===== config.mk =====
export PLATFORM = sky130hd
export DESIGN_NAME = pa_perips_uart_bridge_flat
export DESIGN_NICKNAME = d
export VERILOG_FILES = /design/src/rtl/pa_perips_uart_bridge_pkg.sv /design/src/rtl/pa_perips_uart_bridge_if.sv /design/src/rtl/pa_perips_uart_phy.sv /design/src/rtl/pa_perips_uart_bridge.sv /design/src/flat_wrapper.sv
export SDC_FILE = /design/constraint.sdc
export NUM_CORES = 1
export LEC_CHECK = 0
export ABC_AREA = 0
export CORE_AREA = 2 2 213 215
export CTS_CLUSTER_DIAMETER = 80
export DETAILED_ROUTE_END_ITERATION = 7
export DIE_AREA = 0 0 215 217
export GPL_TIMING_DRIVEN = 0
export HOLD_SLACK_MARGIN = 0.02
export PLACE_DENSITY_LB_ADDON = 0.3
export SLEW_MARGIN = 15
export SYNTH_ARGS = -nofsm -noshare
export SYNTH_HDL_FRONTEND = slang
export SYNTH_SLANG_ARGS = --single-unit

===== constraint.sdc =====
create_clock -name clk_i -period 14.25 [get_ports clk_i]
set_clock_uncertainty 0.1 [all_clocks]
set_input_delay 2.85 -clock clk_i [delete_from_list [all_inputs] [get_ports clk_i]]
set_output_delay 2.85 -clock clk_i [all_outputs]
set_load 0.005 [all_outputs]

===== src/rtl/pa_perips_uart_bridge_pkg.sv =====
// Shared constants and state encodings for the UART-to-bus bridge.
package pa_perips_uart_bridge_pkg;

  localparam int DATA_BUS_WIDTH = 32;
  localparam int CPU_FREQ_HZ    = 50_000_000;

  localparam logic [7:0] OP_WRITE = 8'h57;
  localparam logic [7:0] OP_READ  = 8'h52;
  localparam logic [7:0] RSP_OK   = 8'h4B;
  localparam logic [7:0] RSP_ERR  = 8'h45;

  typedef enum logic [2:0] {
    CMD_IDLE   = 3'd0,
    CMD_ADDR   = 3'd1,
    CMD_WDATA  = 3'd2,
    CMD_BUS    = 3'd3,
    CMD_RDWAIT = 3'd4,
    CMD_REPLY  = 3'd5
  } cmd_state_e;

  typedef enum logic [1:0] {
    RX_IDLE  = 2'd0,
    RX_START = 2'd1,
    RX_DATA  = 2'd2,
    RX_STOP  = 2'd3
  } rx_state_e;

  typedef enum logic {
    TX_IDLE = 1'b0,
    TX_SEND = 1'b1
  } tx_state_e;

endpackage


===== src/rtl/pa_perips_uart_bridge_if.sv =====
// Simple single-cycle strobe bus driven by the bridge.
interface pa_perips_uart_bridge_if;
  import pa_perips_uart_bridge_pkg::*;

  logic [DATA_BUS_WIDTH-1:0] addr_o;
  logic                      data_rd_o;
  logic                      data_we_o;
  logic [DATA_BUS_WIDTH-1:0] data_o;
  logic [DATA_BUS_WIDTH-1:0] data_i;

  modport master (output addr_o, output data_rd_o, output data_we_o, output data_o, input data_i);
  modport slave  (input addr_o, input data_rd_o, input data_we_o, input data_o, output data_i);
endinterface


===== src/rtl/pa_perips_uart_phy.sv =====
// 8N1 UART receiver and transmitter with byte valid/ready handshakes.
module pa_perips_uart_phy
  import pa_perips_uart_bridge_pkg::*;
#(
  parameter int CLKS_PER_BIT = 8
) (
  input  logic       clk_i,
  input  logic       rst_i,
  input  logic       pad_rxd,
  output logic       pad_txd,
  output logic [7:0] rx_data,
  output logic       rx_valid,
  output logic       rx_ferr,
  input  logic [7:0] tx_data,
  input  logic       tx_valid,
  output logic       tx_ready
);

  localparam int CW = $clog2(CLKS_PER_BIT);
  localparam logic [CW-1:0] CNT_ZERO  = CW'(0);
  localparam logic [CW-1:0] CNT_ONE   = CW'(1);
  localparam logic [CW-1:0] BIT_LAST  = CW'(CLKS_PER_BIT - 1);
  localparam logic [CW-1:0] HALF_LAST = CW'(CLKS_PER_BIT / 2 - 1);

  logic [1:0]    sync_r;
  logic          rxd_prev_r;
  logic          rxd_s;
  rx_state_e     rx_state_r, rx_state_s;
  logic [CW-1:0] rx_cnt_r, rx_cnt_s;
  logic [2:0]    rx_bit_r, rx_bit_s;
  logic [7:0]    rx_shift_r, rx_shift_s;
  logic [7:0]    rx_data_r, rx_data_s;
  logic          rx_valid_r, rx_valid_s;
  logic          rx_ferr_r, rx_ferr_s;

  tx_state_e     tx_state_r, tx_state_s;
  logic [CW-1:0] tx_cnt_r, tx_cnt_s;
  logic [8:0]    tx_shift_r, tx_shift_s;
  logic [3:0]    tx_left_r, tx_left_s;
  logic          txd_r, txd_s;

  assign rxd_s    = sync_r[1];
  assign rx_data  = rx_data_r;
  assign rx_valid = rx_valid_r;
  assign rx_ferr  = rx_ferr_r;
  assign pad_txd  = txd_r;
  assign tx_ready = (tx_state_r == TX_IDLE);

  // Receive next-state: start edge, mid-start glitch check, then bit-centre sampling.
  always_comb begin
    rx_state_s = rx_state_r;
    rx_cnt_s   = rx_cnt_r;
    rx_bit_s   = rx_bit_r;
    rx_shift_s = rx_shift_r;
    rx_data_s  = rx_data_r;
    rx_valid_s = 1'b0;
    rx_ferr_s  = 1'b0;
    case (rx_state_r)
      RX_IDLE: begin
        if (rxd_prev_r && !rxd_s) begin
          rx_state_s = RX_START;
          rx_cnt_s   = CNT_ZERO;
        end else begin
          rx_state_s = RX_IDLE;
        end
      end
      RX_START: begin
        if (rx_cnt_r == HALF_LAST) begin
          rx_cnt_s = CNT_ZERO;
          rx_bit_s = 3'd0;
          if (rxd_s) begin
            rx_state_s = RX_IDLE;
          end else begin
            rx_state_s = RX_DATA;
          end
        end else begin
          rx_cnt_s = rx_cnt_r + CNT_ONE;
        end
      end
      RX_DATA: begin
        if (rx_cnt_r == BIT_LAST) begin
          rx_cnt_s   = CNT_ZERO;
          rx_shift_s = {rxd_s, rx_shift_r[7:1]};
          if (rx_bit_r == 3'd7) begin
            rx_state_s = RX_STOP;
          end else begin
            rx_bit_s = rx_bit_r + 3'd1;
          end
        end else begin
          rx_cnt_s = rx_cnt_r + CNT_ONE;
        end
      end
      RX_STOP: begin
        if (rx_cnt_r == BIT_LAST) begin
          rx_cnt_s   = CNT_ZERO;
          rx_state_s = RX_IDLE;
          if (rxd_s) begin
            rx_valid_s = 1'b1;
            rx_data_s  = rx_shift_r;
          end else begin
            rx_ferr_s = 1'b1;
          end
        end else begin
          rx_cnt_s = rx_cnt_r + CNT_ONE;
        end
      end
      default: begin
        rx_state_s = RX_IDLE;
      end
    endcase
  end

  // Transmit next-state: a 9-bit shifter carries data plus stop behind the start bit.
  always_comb begin
    tx_state_s = tx_state_r;
    tx_cnt_s   = tx_cnt_r;
    tx_shift_s = tx_shift_r;
    tx_left_s  = tx_left_r;
    txd_s      = txd_r;
    case (tx_state_r)
      TX_IDLE: begin
        if (tx_valid) begin
          tx_state_s = TX_SEND;
          tx_shift_s = {1'b1, tx_data};
          tx_left_s  = 4'd9;
          tx_cnt_s   = CNT_ZERO;
          txd_s      = 1'b0;
        end else begin
          txd_s = 1'b1;
        end
      end
      TX_SEND: begin
        if (tx_cnt_r == BIT_LAST) begin
          tx_cnt_s = CNT_ZERO;
          if (tx_left_r == 4'd0) begin
            tx_state_s = TX_IDLE;
            txd_s      = 1'b1;
          end else begin
            txd_s      = tx_shift_r[0];
            tx_shift_s = {1'b0, tx_shift_r[8:1]};
            tx_left_s  = tx_left_r - 4'd1;
          end
        end else begin
          tx_cnt_s = tx_cnt_r + CNT_ONE;
        end
      end
      default: begin
        tx_state_s = TX_IDLE;
        txd_s      = 1'b1;
      end
    endcase
  end

  // PHY state registers; synchroniser and line outputs reset to the idle-high level.
  always_ff @(posedge clk_i or posedge rst_i) begin
    if (rst_i) begin
      sync_r     <= 2'b11;
      rxd_prev_r <= 1'b1;
      rx_state_r <= RX_IDLE;
      rx_cnt_r   <= CNT_ZERO;
      rx_bit_r   <= 3'd0;
      rx_shift_r <= 8'h00;
      rx_data_r  <= 8'h00;
      rx_valid_r <= 1'b0;
      rx_ferr_r  <= 1'b0;
      tx_state_r <= TX_IDLE;
      tx_cnt_r   <= CNT_ZERO;
      tx_shift_r <= 9'h000;
      tx_left_r  <= 4'd0;
      txd_r      <= 1'b1;
    end else begin
      sync_r     <= {sync_r[0], pad_rxd};
      rxd_prev_r <= rxd_s;
      rx_state_r <= rx_state_s;
      rx_cnt_r   <= rx_cnt_s;
      rx_bit_r   <= rx_bit_s;
      rx_shift_r <= rx_shift_s;
      rx_data_r  <= rx_data_s;
      rx_valid_r <= rx_valid_s;
      rx_ferr_r  <= rx_ferr_s;
      tx_state_r <= tx_state_s;
      tx_cnt_r   <= tx_cnt_s;
      tx_shift_r <= tx_shift_s;
      tx_left_r  <= tx_left_s;
      txd_r      <= txd_s;
    end
  end

endmodule


===== src/rtl/pa_perips_uart_bridge.sv =====
// UART command decoder driving a single-strobe bus master ('W'/'R' frames, 'K'/data/'E' replies).
module pa_perips_uart_bridge
  import pa_perips_uart_bridge_pkg::*;
#(
  parameter int CLKS_PER_BIT = CPU_FREQ_HZ / 115200,
  parameter int TIMEOUT_BITS = 256
) (
  input  logic                    clk_i,
  input  logic                    rst_i,
  input  logic                    pad_rxd,
  output logic                    pad_txd,
  output logic                    busy_o,
  pa_perips_uart_bridge_if.master bus
);

  localparam int TO_LIMIT = TIMEOUT_BITS * CLKS_PER_BIT;
  localparam int TW       = $clog2(TO_LIMIT + 1);
  localparam logic [TW-1:0] TO_ZERO = TW'(0);
  localparam logic [TW-1:0] TO_ONE  = TW'(1);
  localparam logic [TW-1:0] TO_LAST = TW'(TO_LIMIT);
  localparam logic [DATA_BUS_WIDTH-1:0] WORD_ZERO = {DATA_BUS_WIDTH{1'b0}};

  logic [7:0] rx_data_s;
  logic       rx_valid_s;
  logic       rx_ferr_s;
  logic [7:0] tx_data_s;
  logic       tx_valid_s;
  logic       tx_ready_s;

  cmd_state_e                state_r, state_s;
  logic                      is_write_r, is_write_s;
  logic [1:0]                idx_r, idx_s;
  logic [DATA_BUS_WIDTH-1:0] addr_sh_r, addr_sh_s;
  logic [DATA_BUS_WIDTH-1:0] data_sh_r, data_sh_s;
  logic [DATA_BUS_WIDTH-1:0] addr_r, addr_s;
  logic [DATA_BUS_WIDTH-1:0] wdata_r, wdata_s;
  logic [DATA_BUS_WIDTH-1:0] reply_r, reply_s;
  logic [2:0]                left_r, left_s;
  logic                      err_pend_r, err_pend_s;
  logic [TW-1:0]             to_cnt_r, to_cnt_s;
  logic                      rd_r, rd_s;
  logic                      we_r, we_s;
  logic                      busy_r, busy_s;

  pa_perips_uart_phy #(
    .CLKS_PER_BIT(CLKS_PER_BIT)
  ) u_phy (
    .clk_i    (clk_i),
    .rst_i    (rst_i),
    .pad_rxd  (pad_rxd),
    .pad_txd  (pad_txd),
    .rx_data  (rx_data_s),
    .rx_valid (rx_valid_s),
    .rx_ferr  (rx_ferr_s),
    .tx_data  (tx_data_s),
    .tx_valid (tx_valid_s),
    .tx_ready (tx_ready_s)
  );

  assign bus.addr_o    = addr_r;
  assign bus.data_o    = wdata_r;
  assign bus.data_rd_o = rd_r;
  assign bus.data_we_o = we_r;
  assign busy_o        = busy_r;

  // Command FSM next-state, TX arbitration and bus strobe generation.
  always_comb begin
    state_s    = state_r;
    is_write_s = is_write_r;
    idx_s      = idx_r;
    addr_sh_s  = addr_sh_r;
    data_sh_s  = data_sh_r;
    addr_s     = addr_r;
    wdata_s    = wdata_r;
    reply_s    = reply_r;
    left_s     = left_r;
    err_pend_s = err_pend_r;
    to_cnt_s   = to_cnt_r;
    rd_s       = 1'b0;
    we_s       = 1'b0;
    tx_valid_s = 1'b0;
    tx_data_s  = 8'h00;

    // A queued 'E' may still be pending when a new command reaches REPLY, so it goes first.
    if (err_pend_r && tx_ready_s) begin
      tx_valid_s = 1'b1;
      tx_data_s  = RSP_ERR;
      err_pend_s = 1'b0;
    end else if ((state_r == CMD_REPLY) && tx_ready_s) begin
      tx_valid_s = 1'b1;
      tx_data_s  = reply_r[7:0];
      reply_s    = {8'h00, reply_r[DATA_BUS_WIDTH-1:8]};
      left_s     = left_r - 3'd1;
    end else begin
      tx_valid_s = 1'b0;
    end

    case (state_r)
      CMD_IDLE: begin
        idx_s    = 2'd0;
        to_cnt_s = TO_ZERO;
        if (rx_valid_s) begin
          if (rx_data_s == OP_WRITE) begin
            state_s    = CMD_ADDR;
            is_write_s = 1'b1;
          end else if (rx_data_s == OP_READ) begin
            state_s    = CMD_ADDR;
            is_write_s = 1'b0;
          end else begin
            err_pend_s = 1'b1;
          end
        end else begin
          state_s = CMD_IDLE;
        end
      end
      CMD_ADDR: begin
        if (rx_ferr_s) begin
          state_s = CMD_IDLE;
        end else if (rx_valid_s) begin
          addr_sh_s = {rx_data_s, addr_sh_r[DATA_BUS_WIDTH-1:8]};
          to_cnt_s  = TO_ZERO;
          if (idx_r == 2'd3) begin
            idx_s   = 2'd0;
            state_s = is_write_r ? CMD_WDATA : CMD_BUS;
          end else begin
            idx_s = idx_r + 2'd1;
          end
        end else if (to_cnt_r == TO_LAST) begin
          state_s = CMD_IDLE;
        end else begin
          to_cnt_s = to_cnt_r + TO_ONE;
        end
      end
      CMD_WDATA: begin
        if (rx_ferr_s) begin
          state_s = CMD_IDLE;
        end else if (rx_valid_s) begin
          data_sh_s = {rx_data_s, data_sh_r[DATA_BUS_WIDTH-1:8]};
          to_cnt_s  = TO_ZERO;
          if (idx_r == 2'd3) begin
            idx_s   = 2'd0;
            state_s = CMD_BUS;
          end else begin
            idx_s = idx_r + 2'd1;
          end
        end else if (to_cnt_r == TO_LAST) begin
          state_s = CMD_IDLE;
        end else begin
          to_cnt_s = to_cnt_r + TO_ONE;
        end
      end
      CMD_BUS: begin
        if (is_write_r) begin
          state_s = CMD_REPLY;
          reply_s = {{(DATA_BUS_WIDTH-8){1'b0}}, RSP_OK};
          left_s  = 3'd1;
        end else begin
          state_s = CMD_RDWAIT;
        end
      end
      CMD_RDWAIT: begin
        state_s = CMD_REPLY;
        reply_s = bus.data_i;
        left_s  = 3'd4;
      end
      CMD_REPLY: begin
        if (tx_ready_s && !err_pend_r && (left_r == 3'd1)) begin
          state_s = CMD_IDLE;
        end else begin
          state_s = CMD_REPLY;
        end
      end
      default: begin
        state_s = CMD_IDLE;
      end
    endcase

    // Address and write data are committed only when a complete frame reaches BUS.
    if ((state_s == CMD_BUS) && (state_r != CMD_BUS)) begin
      addr_s  = addr_sh_s;
      we_s    = is_write_r;
      rd_s    = !is_write_r;
      wdata_s = is_write_r ? data_sh_s : wdata_r;
    end else begin
      rd_s = 1'b0;
      we_s = 1'b0;
    end
  end

  assign busy_s = (state_s != CMD_IDLE);

  // Command FSM and registered bus outputs.
  always_ff @(posedge clk_i or posedge rst_i) begin
    if (rst_i) begin
      state_r    <= CMD_IDLE;
      is_write_r <= 1'b0;
      idx_r      <= 2'd0;
      addr_sh_r  <= WORD_ZERO;
      data_sh_r  <= WORD_ZERO;
      addr_r     <= WORD_ZERO;
      wdata_r    <= WORD_ZERO;
      reply_r    <= WORD_ZERO;
      left_r     <= 3'd0;
      err_pend_r <= 1'b0;
      to_cnt_r   <= TO_ZERO;
      rd_r       <= 1'b0;
      we_r       <= 1'b0;
      busy_r     <= 1'b0;
    end else begin
      state_r    <= state_s;
      is_write_r <= is_write_s;
      idx_r      <= idx_s;
      addr_sh_r  <= addr_sh_s;
      data_sh_r  <= data_sh_s;
      addr_r     <= addr_s;
      wdata_r    <= wdata_s;
      reply_r    <= reply_s;
      left_r     <= left_s;
      err_pend_r <= err_pend_s;
      to_cnt_r   <= to_cnt_s;
      rd_r       <= rd_s;
      we_r       <= we_s;
      busy_r     <= busy_s;
    end
  end

endmodule

===== src/flat_wrapper.sv =====
// flat-port wrapper written by rule: the top's interface ports become plain ports
module pa_perips_uart_bridge_flat import pa_perips_uart_bridge_pkg::*;
#(
  parameter int CLKS_PER_BIT = CPU_FREQ_HZ / 115200,
  parameter int TIMEOUT_BITS = 256
)
  (clk_i, rst_i, pad_rxd, pad_txd, busy_o, bus_addr_o, bus_data_rd_o, bus_data_we_o, bus_data_o, bus_data_i);
  pa_perips_uart_bridge_if bus_i ();
  input  logic clk_i;
  input  logic rst_i;
  input  logic pad_rxd;
  output logic pad_txd;
  output logic busy_o;
  output wire logic [$bits(bus_i.addr_o)-1:0] bus_addr_o;
  output wire logic [$bits(bus_i.data_rd_o)-1:0] bus_data_rd_o;
  output wire logic [$bits(bus_i.data_we_o)-1:0] bus_data_we_o;
  output wire logic [$bits(bus_i.data_o)-1:0] bus_data_o;
  input wire logic [$bits(bus_i.data_i)-1:0] bus_data_i;
  assign bus_addr_o = bus_i.addr_o;
  assign bus_data_rd_o = bus_i.data_rd_o;
  assign bus_data_we_o = bus_i.data_we_o;
  assign bus_data_o = bus_i.data_o;
  assign bus_i.data_i = bus_data_i;
  pa_perips_uart_bridge #(.CLKS_PER_BIT(CLKS_PER_BIT), .TIMEOUT_BITS(TIMEOUT_BITS)) u_core (.clk_i(clk_i), .rst_i(rst_i), .pad_rxd(pad_rxd), .pad_txd(pad_txd), .busy_o(busy_o), .bus(bus_i));
endmodule

After elaboration in Yosys (flattened, before gate mapping)
Index checks and enable logic that the tools add are counted.
- register bits: 249
- input bits: 35
- equality and inequality tests: 31
- bitwise operators: 1
- muxes and demuxes: 89
- reductions and logical operators: 27
- $add $sub $neg: 7
- operators by type and width (cell ; number):
    32-bit 2-to-1 mux ; 9
    9-bit 2-to-1 mux ; 8
    32-bit one-hot mux with 2 select lines ; 1
    17-bit 2-to-1 mux ; 3
    3-bit 2-to-1 mux ; 17
    9-bit one-hot mux with 2 select lines ; 2
    17-bit one-hot mux with 2 select lines ; 1
    9-bit one-hot mux with 3 select lines ; 1
    1-bit 2-to-1 mux ; 26
    9-bit by 1-bit adder with 9-bit output (second input constant) ; 2
    9-bit == test (second input constant) ; 2
    3-bit one-hot mux with 6 select lines ; 1
    17-bit by 1-bit adder with 17-bit output (second input constant) ; 1
    17-bit == test (second input constant) ; 1
    8-bit by 7-bit == test with 1-bit output (second input constant) ; 2
    2-bit 2-to-1 mux ; 8
    8-bit 2-to-1 mux ; 2
    2-bit != test (second input constant) ; 8
    3-bit AND reduction ; 5
    4-bit 2-to-1 mux ; 3
    3-bit one-hot mux with 2 select lines ; 2
    3-bit by 2-bit == test with 1-bit output (second input constant) ; 3
    3-bit == test (second input constant) ; 3
    9-bit by 8-bit == test with 1-bit output (second input constant) ; 1
    other kinds (25) ; 43

Depth between registers and ports, before layout
Gate-level depths: netlist of run 1.
- depth in word-level cells: 8
- depth in mapped cells: 9

Cells and area by module
Synthesis of run 1 repeated with hierarchy kept, for this count alone.
- cells, all modules: 862
- area total of the unflattened synthesis: 10896.7 µm²
- modules (own cells, without submodules) (module ; cells an instance ; seq. area each (µm²) ; instances ; area each (µm²)):
    pa_perips_uart_bridge ; 599 ; 4754.6 ; 1 ; 8034.0
    pa_perips_uart_phy ; 263 ; 1481.4 ; 1 ; 2862.7

Worst setup path before layout of run 1
No wires, ideal clock.
- path type: register to output
- start point: reg u_core.u_phy.txd_r, in the netlist u_core.u_phy.pad_txd
- end point: out pad_txd
- path slack: 10.790 ns
- stages on the path, launching flop included: 1
- buffers on the path: 0
- data arrival time: 0.510 ns
- path through: dfstp_2
- RTL lines (what ; line ; RTL):
    from (decl) ; pa_perips_uart_phy.sv:40 ; logic txd_r, txd_s;
    from (signal assigned) ; pa_perips_uart_phy.sv:185 ; txd_r <= txd_s;
    to (decl) ; flat_wrapper.sv:12 ; output logic pad_txd;
No word-level cell between the ends.

Worst setup path in the final report of run 1
- start point: reg u_core.u_phy.txd_r, in the netlist u_core.u_phy.pad_txd
- end point: out pad_txd
No word-level cell between the ends.

==> results.yml, run 1 <==
route:
  ant_nets: 0
  vias_per_cell: 4.401
  detail_route.wl_per_cell_um: 15.22
  drc: 0
  num_vias: 7165
  drt_wl_total_um: 24790
  drtIter0Drc: 276
  drtPass1Iterations: 4
layout:
  nNetsFinal: 1056
  layout_common_cells: "dfrtp_1, clkdlybuf4s50_1, nand2_1, mux2_2, o21ai_0"
  syn_to_final_growth_pct: 26.43
  final_util_pct: 31.10
  final_common_cell: "dfrtp_1"
  antennaDiodeCount: 0
  finish.instance_area_um2: 13900
  nFillCells: 4588
  drive_above_1_share_pct: 21.11
yosys:
  synth-simple-area-share_pct: 9.888
  synth.top_cell.area_share_pct: 55.76
  synth_top_family_by_area: "multiplexers"
  synth_top_area_cell: "dfrtp_1"
  synth-compound-area-share_pct: 8.978
  syn-cell-area_um2: 11000
  synth-xor-area-share_pct: 0.7169
  synth.area.top_cells: "dfrtp_1, mux2_4, mux2_2"
  synth.lib_cells_used.distinct: 62
  synth_edf_count: 0
  avgSynthCellArea_um2: 12.61
  synth_ff_type: "dfrtp_1"
  synth_cells: 872
  synthMuxAreaShare_pct: 18.83
  ys_seq_elements: 249
  seq_area_frac_synth_pct: 56.71
  syn-num-nets: 921
  synthAdderAreaFrac_pct: 1.798
  synth_async_sr_flop_share_pct: 100.0
  ys.warnings.count: 0
global_routing:
  grt_overflow_total: 0
  grt_max_degree: 108
  grt_pass1_wl_um: 41030
  grtUsageTotal_pct: 10.80
  antenna_found_initial: 0
  grt_pass1_vias: 7331
clocking:
  post-cts-setup-buffers: 0
  htreeDepth: 1
  cts_resized: 0
  clock_sinks: 249
  tritoncts: "built"
  root_buffer: "clkbuf_16"
  clk_latency_ns: 0.58
  cts_hold_buf: 0
  path_clk_slew_ns: 0.06
  clockBufferDepth: 3
  numCtsBuffers: 29
placed_design:
  numPortBuffers: 102
  hpwlAfterDp_um: 16990
  gp_congestion: 0.7557
  place_area_um2: 12830
critical_path:
  crit_chain: "clkdlybuf4s50_1"
  path_max_fanout: 2
  cp_slowest_cell: "dfstp_2"
  critPathCaptureType: "output pin"
  path_buf_inv: 1
  timing.rr.end: "u_core.bus.addr_o[22]"
  cp_data_arrival_time_ns: 1.62
  cp_top_family: "flip-flops"
  criticalPathCategory: "flop to output pin"
  slowest_delay_ns: 0.53
  worstReg2RegStart: "u_core.u_phy.rx_data[5]"
  startpoint_type: "flop"
  reg2reg_depth: 7
  ff2ff_setup_slack_ns: 11.59
  crit_required_ns: 11.30
timing:
  maxSlewViolCount: 0
  period_needed_ns: 4.567
  setup_tns_ns: 0
  hold_ws_ns: 0.2853
  period_share_pct: 32.05
  finalHoldViolations: 0
  rsz0062_at_grt: "false"
  finalSetupViolations: 0
  worst_slew_pin_slew_ns: 0.7598
  fmax_ghz: 0.2190
  maxSlewHeadroom_pct: 48.65
die:
  die_area_um2: 46660
  fp.dieH_um: 217
  die_x_um: 215
  start_util_pct: 24.60
  io_pins: 103
  row_count: 78
  core_um2: 44700
min_path:
  min-delay-start: "u_core.u_phy.sync_r[0]"
  holdPathStages: 0
  min_to: "u_core.u_phy.sync_r[1]"
  hold_class: "flop to flop"
power_and_ir_drop:
  p_seq_share_pct: 45.6
  clockPowerShare_pct: 51.5
  p_leak_nw: 6.411
  swShare_pct: 21.52
  switchingPower_uw: 344.5
  powerDensity_nw_per_um2: 115.2
  vdd_drop_max_v: 0.00008138
  comb_power_share_pct: 2.9
  p_int_mw: 1.256
outcome:
  status: "finished clean"
flow_run:
  cap_violations: 0
[through the flow]
stage,power [mW],setup WS (ns),std cells
detailed placement,0.7920,9.871,1576
floorplan,0.7681,4.463,872
finish,1.601,9.683,1628
global route,1.668,9.629,1628
CTS,1.629,9.636,1628
global placement,0.7893,0.9299,1574
[power groups by stage]
| stage | logic [mW] | registers [mW] | clock network, mW |
|---|---|---|---|
| after detailed placement | 0.0492 | 0.743 | 0 |
| after CTS | 0.0493 | 0.730 | 0.850 |
| after global routing | 0.0547 | 0.731 | 0.882 |
| final | 0.0471 | 0.730 | 0.824 |
| after floorplan | 0.0290 | 0.739 | 0 |
| after global placement | 0.0463 | 0.743 | 0 |
[cells in the mapped netlist (9+ instances only)]
cell type / n
dfrtp_1: 245
nand2_1: 78
mux2_2: 65
o21ai_0: 63
mux2_4: 58
inv_1: 30
nor2_1: 28
a21oi_1: 26
mux2_1: 22
mux2i_1: 22
clkbuf_1: 17
buf_2: 15
ha_1: 14
nand3_1: 14
and3_1: 12
o31ai_1: 12
a22o_1: 10
nor3_1: 10
or4_1: 10
nand4_1: 9
[layout make-up]
cell class                      count  area [um^2]  area share [%]
Buffer                             40        225.2           1.620
Timing Repair Buffer              104         1076           7.740
Clock buffer                       38        829.5           5.967
Sequential cell                   249         6236           44.86
Inverter                           30        120.1          0.8640
Tap cell                          600        750.7           5.400
Clock inverter                     14        242.7           1.746
Multi-Input combinational cell    553         4422           31.81
[how the worst max path moves through the flow]
stage | startpoint | end | slack [ns] | depth (start not counted)
3_5_place_dp | rst_i | u_core.bus.data_o[6] | 9.87 | 3
3_3_place_gp | rst_i | u_core.bus.data_we_o | 0.93 | 2
5_1_grt | u_core.u_phy.pad_txd | pad_txd | 9.63 | 1
6_report | u_core.u_phy.pad_txd | pad_txd | 9.68 | 1
2_1_floorplan | rst_i | asynchronous set/reset pin | 4.46 | 1
4_1_cts | u_core.u_phy.pad_txd | pad_txd | 9.64 | 1
[sequential cells by signal (all words and copies together) (netlist names), 8 cells and up, named ones only]
name and cells:
u_core.to_cnt_r 17, u_core.bus.data_o 32, u_core.bus.addr_o 32, u_core.data_sh_r 32, u_core.u_phy.rx_data 8, u_core.addr_sh_r 32
u_core.u_phy.rx_cnt_r 9, u_core.u_phy.tx_cnt_r 9, u_core.u_phy.rx_shift_r 8, u_core.reply_r 32, u_core.u_phy.tx_shift_r 9
[logic make-up after synthesis]
kind of cell             count (synthesis)
multiplexers                           167
adder cells (fa/ha/maj)                 16
flip-flops                             249
AO/OA/AOI/OAI                          156
XOR/XNOR                                 9
AND/OR/NAND/NOR                        205
buffers and inverters                   70
[per-layer routing]
layer  global-route usage [%]  vias up  routed length [um]
met5                        0        -                   0
met4                    2.943        0                 402
met3                    1.831       31                 851
met2                    17.82       90               11990
met1                    14.66     3620               11540
li1                         -     3424                   -
(Power assumes the default switching activity.)
==> inputs of run 2 (changes only) <==
==> constraint.sdc (replaced) <==
create_clock -name clk_i -period 4.34 [get_ports clk_i]
set_clock_uncertainty 0.1 [all_clocks]
set_input_delay 0.868 -clock clk_i [delete_from_list [all_inputs] [get_ports clk_i]]
set_output_delay 0.868 -clock clk_i [all_outputs]
set_load 0.005 [all_outputs]
==> results.yml, run 2 (synthesis results as in run 1) <==
timing:
  maxSlewHeadroom_pct: 54.58
  period_share_pct: 59.62
  worst_slew_pin_slew_ns: 0.6788
  rsz0062_at_grt: "false"
  maxSlewViolCount: 0
  period_needed_ns: 2.588
  finalSetupViolations: 0
  fmax_ghz: 0.3865
  hold_ws_ns: 0.2561
  finalHoldViolations: 0
  setup_ws_ns: 1.752
route:
  drtIter0Drc: 263
  num_vias: 7133
  vias_per_cell: 4.365
  ant_nets: 0
  drt_wl_total_um: 25130
  detail_route.wl_per_cell_um: 15.38
  drtPass1Iterations: 4
  drc: 0
die:
  core_um2: 44700
  die_x_um: 215
  die_area_um2: 46660
  fp.dieH_um: 217
  start_util_pct: 24.60
  io_pins: 103
  row_count: 78
critical_path:
  cp_slowest_cell: "nor4bb_1"
  startpoint_type: "flop"
  ff2ff_setup_slack_ns: 1.75
  slowest_delay_ns: 0.61
  criticalPathCategory: "flop to flop"
  crit_chain: "nor4bb_1, nand4_1, o211ai_2, o21a_1, buf_6, buf_6, mux2_4"
  cpMostUsedCell: "buf_6"
  path_buf_inv: 2
  crit_required_ns: 4.69
  critPathCaptureType: "flop"
  path_max_fanout: 10
  reg2reg_depth: 7
  timing.rr.end: "u_core.bus.addr_o[17]"
  worstReg2RegStart: "u_core.u_phy.rx_data[5]"
  cp_data_arrival_time_ns: 2.93
  cp_top_family: "simple AND/OR/NAND/NOR gates"
placed_design:
  hpwlAfterDp_um: 17700
  gp_congestion: 0.7712
  numPortBuffers: 102
  post-place-ws_ns: 1.613
layout:
  final_common_cell: "dfrtp_1"
  syn_to_final_growth_pct: 26.80
  antennaDiodeCount: 0
  nNetsFinal: 1061
  drive_above_1_share_pct: 21.18
  layout_common_cells: "dfrtp_1, clkdlybuf4s50_1, nand2_1, mux2_2, o21ai_0"
global_routing:
  grt_pass1_wl_um: 40970
  antenna_found_initial: 1
  grt_max_degree: 36
  grtUsageTotal_pct: 10.80
  grt_overflow_total: 0
  grt_pass1_vias: 7330
clocking:
  tritoncts: "built"
  path_clk_slew_ns: 0.06
  htreeDepth: 1
  cts_resized: 0
  cts_hold_buf: 0
  numCtsBuffers: 28
  clockBufferDepth: 3
  clock_sinks: 249
  root_buffer: "clkbuf_16"
  post-cts-setup-buffers: 0
  clk_latency_ns: 0.57
power_and_ir_drop:
  vdd_drop_max_v: 0.0002593
  powerDensity_nw_per_um2: 369.7
  p_leak_nw: 6.429
outcome:
  status: "finished clean"
flow_run:
  cap_violations: 0
min_path:
  min_to: "u_core.u_phy.sync_r[1]"
  min-delay-start: "u_core.u_phy.sync_r[0]"
  hold_class: "flop to flop"
  holdPathStages: 0
[run 2: cell types whose count changed in the layout (fill, tap and decap cells not counted), sizes merged]
| cell | delta |
|---|---|
| bufinv | -1 |
| clkbuf | +2 |
| clkinv | +1 |
| buf | +6 |
| inv | -1 |
| clkinvlp | -1 |
[run 2: worst max-delay path by stage]
stage	from	end	slack, ns	cells after the start
finish	u_core.u_phy.rx_data[5]	u_core.bus.addr_o[17]	1.75	7
global route	u_core.u_phy.rx_data[4]	u_core.bus.data_o[4]	1.49	6
CTS	u_core.u_phy.rx_data[5]	u_core.bus.addr_o[17]	1.63	7
detailed placement	u_core.u_phy.rx_data[4]	u_core.bus.addr_o[1]	1.61	7
global placement	rst_i	u_core.bus.addr_o[9]	-2.02	2
floorplan	rst_i	asynchronous set/reset pin	0.10	1
[run 2: final cells by class]
class | instances | area, um^2
Buffer | 40 | 225.2
Inverter | 30 | 116.4
Clock inverter | 12 | 205.2
Sequential cell | 249 | 6236
Tap cell | 600 | 750.7
Fill cell | 4550 | 30760
Clock buffer | 40 | 805.8
Multi-Input combinational cell | 553 | 4422
Timing Repair Buffer | 110 | 1181
[run 2: metrics by stage]
| stage | instances | utilization, % | power (mW) | instance area, um^2 | setup TNS, ns |
|---|---|---|---|---|---|
| floorplan | 872 | - | 2.522 | 11000 | 0 |
| global placement | 1574 | 28.57 | 2.593 | 12770 | -489.10 |
| detailed placement | 1582 | 28.93 | 2.611 | 12930 | 0 |
| CTS | 1634 | 31.19 | 5.230 | 13940 | 0 |
| global route | 1634 | 31.19 | 5.367 | 13940 | 0 |
| finish | 1634 | 31.19 | 5.154 | 13940 | 0 |
[run 2: power breakdown]
part | internal, mW | switching (mW) | total [mW]
Clock | 1.59 | 1.00 | 2.59
Combinational | 0.0811 | 0.0858 | 0.167
Sequential | 2.35 | 0.0419 | 2.40
Total | 4.03 | 1.13 | 5.15
[run 2: metal layers]
metal	share of wire [%]	vias up	wire [um]	GRT usage [%]
li1	-	3428	-	-
met1	47	3594	11760	14.63
met2	48	81	12030	17.93
met3	3.7	30	929	1.915
met4	1.6	0	411	2.667
met5	0	-	0	0
==> inputs of run 3 (changes only) <==
==> constraint.sdc (replaced) <==
create_clock -name clk_i -period 2.39 [get_ports clk_i]
set_clock_uncertainty 0.1 [all_clocks]
set_input_delay 0.478 -clock clk_i [delete_from_list [all_inputs] [get_ports clk_i]]
set_output_delay 0.478 -clock clk_i [all_outputs]
set_load 0.005 [all_outputs]
==> results.yml, run 3 (synthesis results as in run 1) <==
outcome:
  status: "finished clean"
placed_design:
  hpwlAfterDp_um: 17700
  place_inst: 1582
  numPortBuffers: 102
  gp_congestion: 0.7712
timing:
  setup_tns_ns: 0
  worst_slew_pin_slew_ns: 0.6773
  fmax_ghz: 0.4279
  finalHoldViolations: 0
  finalSetupViolations: 0
  hold_ws_ns: 0.1936
  period_share_pct: 97.78
  maxSlewHeadroom_pct: 54.68
  maxSlewViolCount: 0
  period_needed_ns: 2.337
layout:
  syn_to_final_growth_pct: 28.78
  nNetsFinal: 1073
  finalNonFillerCells: 1646
  final_common_cell: "dfrtp_1"
  antennaDiodeCount: 0
  layout_common_cells: "dfrtp_1, clkdlybuf4s50_1, nand2_1, mux2_2, o21ai_0"
  drive_above_1_share_pct: 23.23
critical_path:
  startpoint_type: "flop"
  crit_required_ns: 2.73
  worstReg2RegStart: "u_core.state_r[1]"
  path_max_fanout: 10
  cpMostUsedCell: "buf_6"
  cp_data_arrival_time_ns: 2.68
  critPathCaptureType: "flop"
  cp_slowest_cell: "dfrtp_1"
  crit_chain: "buf_4, nor4b_4, nand4_1, o211ai_2, o21a_1, buf_6, buf_6, mux2_4"
  slowest_delay_ns: 0.38
  criticalPathCategory: "flop to flop"
  cp-startpoint: "u_core.state_r[1]"
power_and_ir_drop:
  powerDensity_nw_per_um2: 660.2
  vdd_drop_max_v: 0.0004666
  p_leak_nw: 6.525
clocking:
  numCtsBuffers: 28
  clockBufferDepth: 3
  root_buffer: "clkbuf_16"
  clock_sinks: 249
  clk_latency_ns: 0.57
  path_clk_slew_ns: 0.06
  cts_hold_buf: 0
  tritoncts: "built"
  htreeDepth: 1
route:
  vias_per_cell: 4.403
  detail_route.wl_per_cell_um: 15.41
  ant_nets: 0
  drtPass1Iterations: 4
  num_vias: 7247
  drt_wl_total_um: 25360
  drtIter0Drc: 279
  drc: 0
die:
  core_um2: 44700
  fp.dieH_um: 217
  start_util_pct: 24.60
  die_x_um: 215
  row_count: 78
  die_area_um2: 46660
  io_pins: 103
global_routing:
  grtUsageTotal_pct: 10.83
  antenna_found_initial: 1
  grt_max_degree: 36
  grt_pass1_vias: 7355
  grt_overflow_total: 0
  grt_pass1_wl_um: 41100
flow_run:
  cap_violations: 0
min_path:
  hold_class: "input pin to asynchronous set/reset pin"
[run 3: cell types whose count changed in the layout (fill, tap and decap cells not counted), sizes merged]
| cell | previous run | this run |
|---|---|---|
| buf | 31 | 42 |
| clkbuf | 57 | 58 |
[run 3: layout make-up]
cell class / count / area [um^2]
Fill cell: 4533 / 30540
Sequential cell: 249 / 6238
Multi-Input combinational cell: 553 / 4486
Timing Repair Buffer: 124 / 1316
Clock buffer: 40 / 805.8
Tap cell: 600 / 750.7
Buffer: 38 / 241.5
Clock inverter: 12 / 205.2
Inverter: 30 / 116.4
[run 3: final timing paths]
check | to | slack, ns | cells after the start
setup / recovery | u_core.bus.addr_o[17] | 0.05 | 8
hold / removal | u_core.bus.data_we_o | 0.19 | 2
setup reg to reg | u_core.bus.addr_o[17] | 0.05 | 8
hold reg to reg | u_core.u_phy.sync_r[1] | 0.26 | 0
max in group asynchronous | u_core.addr_sh_r[4] | 1.08 | 5
min in group clk_i | u_core.u_phy.sync_r[0] | 0.22 | 1
[run 3: power breakdown]
group          leakage, nW  switching (mW)  internal [mW]
clock network        0.495            1.81           2.89
registers             3.32          0.0761           4.27
logic                 2.71           0.155          0.147
total                 6.53            2.04           7.31
[run 3: through the flow]
| step | utilization [%] | power [mW] | area (um^2) | setup WS [ns] |
|---|---|---|---|---|
| finish | 31.68 | 9.348 | 14160 | 0.05313 |
| global route | 31.68 | 9.745 | 14160 | -0.02276 |
| CTS | 31.35 | 9.497 | 14010 | -0.01959 |
| detailed placement | 28.93 | 4.741 | 12930 | -0.3369 |
| global placement | 28.57 | 4.709 | 12770 | -3.578 |
| floorplan | - | 4.581 | 11000 | -1.458 |
[run 3: routing by layer]
metal / global-route usage [%] / vias to the layer above / routed length [um]
li1: - / 3452 / -
met1: 14.66 / 3659 / 11730
met2: 18.00 / 106 / 12190
met3: 1.915 / 30 / 1006
met4: 2.667 / 0 / 434
met5: 0 / - / 0
[run 3: worst max-delay path, delay by kind of cell (launching register included)]
family          cells  cell delay (ns)
buf+inv             3             0.51
flops               1             0.38
compound gates      2             0.36
mux                 1             0.32
simple gates        2             0.53
[run 3: repair_timing]
action / CTS / global route
pin swaps: 3 / 7
gates resized for setup: 8 / 13
setup buffers: 3 / 10
endpoints found under the setup margin: 87 / 98
cloned: 0 / 1
